## src/rtl/tpu_mask_pkg.sv

```systemverilog
// Shared constants and scanner state type for the mask-to-index path.
package tpu_mask_pkg;

  localparam int MASK_W     = 32;
  localparam int MASK_IDX_W = 5;

  typedef enum logic {
    IDLE = 1'b0,
    SCAN = 1'b1
  } scan_state_t;

endpackage

```

## src/rtl/lsb_prienc.sv

```systemverilog
// Lowest-set-bit priority encoder with any/one-hot flags; purely combinational.
// An all-zero vector reports index 0 with any=0.
module lsb_prienc #(
  parameter  int WIDTH = 32,
  localparam int IDX_W = $clog2(WIDTH)
) (
  input  logic [WIDTH-1:0] vec,
  output logic [IDX_W-1:0] idx,
  output logic             any,
  output logic             onehot
);

  // Scan from the top down so the lowest set bit is the final assignment.
  always_comb begin
    idx = '0;
    for (int i = WIDTH - 1; i >= 0; i--) begin
      if (vec[i]) idx = IDX_W'(i);
    end
  end

  assign any    = |vec;
  assign onehot = any && ((vec & (vec - WIDTH'(1))) == '0);

endmodule

```

## src/rtl/mask_bit_scanner.sv

```systemverilog
// Turns one mask word into a stream of set-bit indices; first beat one cycle after accept,
// one beat per cycle after that; out_valid holds under stall, in_ready low while scanning.
module mask_bit_scanner
  import tpu_mask_pkg::*;
#(
  parameter  int WIDTH = MASK_W,
  localparam int IDX_W = $clog2(WIDTH)
) (
  input  logic             clk,
  input  logic             rst,
  input  logic             in_valid,
  output logic             in_ready,
  input  logic [WIDTH-1:0] in_mask,
  output logic             out_valid,
  input  logic             out_ready,
  output logic [IDX_W-1:0] out_index,
  output logic [IDX_W:0]   out_seq,
  output logic             out_last,
  output logic             out_zero
);

  scan_state_t      state;
  logic [WIDTH-1:0] rem;
  logic [IDX_W:0]   seq;
  logic             zero;

  logic [IDX_W-1:0] low_idx;
  logic             any;
  logic             onehot;
  logic             scan;
  logic [WIDTH-1:0] rem_next;

  lsb_prienc #(.WIDTH(WIDTH)) u_prienc (
    .vec    (rem),
    .idx    (low_idx),
    .any    (any),
    .onehot (onehot)
  );

  // Handshake signals come from the state register alone, never from out_ready.
  assign scan      = (state == SCAN);
  assign in_ready  = (state == IDLE);
  assign out_valid = scan;
  assign out_index = any ? low_idx : '0;
  assign out_seq   = seq;
  assign out_last  = scan && (onehot || zero);
  assign out_zero  = scan && zero;

  assign rem_next = rem & ~(WIDTH'(1) << low_idx);

  always_ff @(posedge clk) begin
    if (rst) begin
      state <= IDLE;
      rem   <= '0;
      seq   <= '0;
      zero  <= 1'b0;
    end else begin
      case (state)
        IDLE: begin
          if (in_valid) begin
            rem   <= in_mask;
            seq   <= '0;
            zero  <= (in_mask == '0);
            state <= SCAN;
          end
        end
        SCAN: begin
          if (out_ready) begin
            rem <= rem_next;
            seq <= seq + (IDX_W + 1)'(1);
            // No accept on the last beat: the next word waits for the IDLE cycle.
            if (out_last) begin
              zero  <= 1'b0;
              state <= IDLE;
            end
          end
        end
        default: state <= IDLE;
      endcase
    end
  end

endmodule

```

## config.mk

```make
export PLATFORM = sky130hd
export DESIGN_NAME = mask_bit_scanner
export DESIGN_NICKNAME = d
export VERILOG_FILES = /design/src/rtl/tpu_mask_pkg.sv /design/src/rtl/lsb_prienc.sv /design/src/rtl/mask_bit_scanner.sv
export SDC_FILE = /design/constraint.sdc
export NUM_CORES = 1
export LEC_CHECK = 0
export BUFFER_PORTS_ARGS = -buffer_cell sky130_fd_sc_hd__buf_2
export CORE_UTILIZATION = 56
export DETAILED_ROUTE_END_ITERATION = 7
export GPL_ROUTABILITY_DRIVEN = 0
export PLACE_DENSITY = 0.81
export SYNTH_ARGS = -nofsm -noshare
export SYNTH_HDL_FRONTEND = slang
export SYNTH_SLANG_ARGS = --single-unit
```

## constraint.sdc

```tcl
create_clock -name clk -period 2.75 [get_ports clk]
set_input_delay 0 -clock clk [delete_from_list [all_inputs] [get_ports clk]]
set_output_delay 0 -clock clk [all_outputs]
set_load 0.01 [all_outputs]
```

==> impl_metrics.csv <==
group,metric,value,unit
run_status,status,"finished, violations left",
run_status,failed_checks,"DRC",
logic_synthesis,synth_edf_count,0,
logic_synthesis,yosysWarnings,0,
grt,grt_use_total,40.12,%
clock_tree,cts_buffer_depth,2,
logic_synthesis,synthesis.area,2675,um^2
timing,setup_viol,0,
layout,layout-drive-gt1-share,25.38,%
clock_tree,cts_tree,"built",
timing,report.final.slew_viol_count,0,
placed_design,placedCellCount,484,
timing,tightest_slew,0.7662,ns
floorplanning,die_h,71.12,um
layout,area_growth,34.71,%
routing,drc,3,
grt,grt_pass1_wl,15760,um
floorplanning,die_x,71.12,um
critical_path,cp_cell_sequence,"buf_4 > or4_1 > a21oi_1 > o2111ai_1 > or4_4 > o41ai_4 > buf_2",
floorplanning,dieArea,5057,um^2
logic_synthesis,syn-num-nets,412,
critical_path,crit_fanout,7,
routing,drtAntennaViolNets,0,
power,ir_worst_vdd,0.4089,mV
min_path,min_path_type,"primary input to register",
clock_tree,htreeDepth,2,
logic_synthesis,yosys.area.top_type,"dfxtp_1",
logic_synthesis,synth.top_cell.area_share,29.93,%
layout,utilization,80.54,%
floorplanning,start_util,59.79,%
layout,final_cells,517,
critical_path,slowest_stage,"or4_4",
floorplanning,core,4474,um^2
floorplanning,rows,24,
grt,antenna_found_initial,0,
logic_synthesis,ys_ff_latch,40,
power,leakagePower,0.001461,uW
grt,gr-total-overflow,0,
timing,min_period_over_period,99.59,%
layout,antenna_cells,0,
routing,dr.pass1.iters,8,
clock_tree,cts_buffers,5,
critical_path,arrival,2.74,ns
routing,vias,3502,
timing,slew_headroom,48.92,%
logic_synthesis,ys_async_sr_fraction,0,%
timing,period_minus_slack,2.739,ns
grt,first_global_vias,3256,
floorplanning,io_pins,51,
timing,fmax,365.1,MHz
routing,drt_iter0_markers,759,
logic_synthesis,yosys-top-cells-area,"dfxtp_1 30%, a21oi_1 7.5%, nand2_1 7.4%",
timing,rsz0062_at_grt,"true",
layout,layout.nets,502,
critical_path,cp-end-kind,"output pin",
clock_tree,clk_pin_slew_worst_paths,0.09,ns
critical_path,critPathRequiredTime,2.75,ns
layout,nFillCells,290,
critical_path,crit_family,"simple AND/OR/NAND/NOR gates",
clock_tree,cts_root_buf,"clkbuf_8",
clock_tree,insertion_delay,0.30,ns
logic_synthesis,synthCells,375,
logic_synthesis,synth_cell_types,51,
logic_synthesis,ys_seq_area_share,29.93,%
clock_tree,numClockSinks,40,
critical_path,cp-start-kind,"register",
critical_path,path_class,"register to output pin",
routing,wl,10160,um
power,powerDensity,553.7,nW/um^2
timing,tns,0,ns
logic_synthesis,ys.flop_type,"dfxtp_1",
critical_path,worst-path-buf-inv,2,
timing,skew,0.01619,ns
placed_design,port_buffers,50,
placed_design,place_hpwl,6666,um
routing,routed_via_density,6.774,
grt,grt_start_max_net_pins,42,
logic_synthesis,syn_avg_cell_area,7.134,um^2
routing,routedWlPerCell,19.64,um
run,cap_violations,0,
timing,finalHoldViolCount,0,
critical_path,max_stage_delay,0.57,ns
[where the power goes]
group | switching [uW] | internal, uW
clock | 218 | 358
sequential | 53.8 | 612
combinational | 454 | 300
[Yosys cell counts (6+ instances only)]
cell      instances
o311ai_0          7
nand3_1           8
clkbuf_1         18
inv_1            13
a31oi_1           7
a21oi_1          40
o211ai_1          6
nor2_1           38
nand2b_1          7
dfxtp_1          40
or4_1             7
nor4_1           14
nor3_1           19
nand2_1          53
a211oi_1         10
o21ai_0          12
[final cells by class]
cell class	instances	area, um^2	share of cell area [%]
Inverter	14	52.55	1.458
Multi-Input combinational cell	297	1822	50.56
Clock buffer	5	68.82	1.910
Clock inverter	2	60.06	1.667
Tap cell	52	65.06	1.806
Sequential cell	40	807.0	22.40
Timing Repair Buffer	107	728.2	20.21
[final timing paths]
check / from / endpoint / slack [ns] / depth (start not counted)
min reg2reg: zero / zero / 0.49 / 2
max reg2reg: rem[27] / out_valid / 0.10 / 8
max: rem[27] / out_last / 0.01 / 7
min: in_mask[11] / rem[11] / 0.02 / 3
[sequential cells by signal, indices dropped and copies added (netlist names)]
register	cells
rem	32
out_seq	6
out_valid	1
zero	1
[timing repair]
item | 4_1_cts | 5_1_grt
setup buffers | 2 | 4
hold buffers | 20 | 0
pin swaps | 3 | 6
gates resized for setup | 3 | 19
endpoints found under the setup margin | 2 | 2
hold endpoints to repair | 19 | 0
[per-layer routing]
metal | part of all wire, % | global-route usage [%] | routed length, um
met5 | 0 | 0 | 0
met3 | 13 | 8.262 | 1291
met2 | 43 | 62.82 | 4403
met1 | 38 | 52.34 | 3878
met4 | 5.7 | 20.67 | 583
[per-stage QoR]
step | power (uW) | instance area [um^2] | hold WS (ns) | setup slack [ns]
6_report | 1995 | 3603 | 0.01694 | 0.01135
3_5_place_dp | 1306 | 3131 | 0.2146 | 0.003744
4_1_cts | 1904 | 3492 | 0.01013 | 0.02402
3_3_place_gp | 1301 | 3131 | 0.2039 | 0.1308
5_1_grt | 2061 | 3603 | 0.03163 | -0.05210
2_1_floorplan | 1043 | 2675 | 0.09562 | 0.09184
[logic make-up after synthesis]
family	Yosys count	synth area share, %
muxes	3	1.123
DFF	40	29.93
adders and majority gates	2	0.8418
AOI/OAI and AO/OA	119	29.84
and+or+nand+nor	169	31.43
xor gates and xnor gates	4	1.310
buffers and inverters	38	5.519
[cell usage in the layout (no fill, tap or decap), types with 5 or more instances in the layout]
cell type      netlist  layout
nand3_1              8       8
buf_4                0      37
a21oi_1             40      40
nor4_1              14      12
a211oi_1            10      10
inv_1               13      13
a221oi_1             5       5
o21ai_0             12      11
or4_1                7       5
clkbuf_8             0       5
dfxtp_1             40      35
nor2_1              38      37
buf_2                4      50
a31oi_1              7       7
o311ai_0             7       7
dlygate4sd3_1        0      20
o21ai_1              5       6
nand2_1             53      52
nor3_1              19      18
o211ai_1             6       6
nand2b_1             7       7
dfxtp_2              0       5
[tightest hold or removal path, stage by stage]
cell	delay [ns]
buf_2	0.11
a21oi_1	0.11
a211oi_1	0.05
Note: power is estimated with default switching activity, not from simulation.
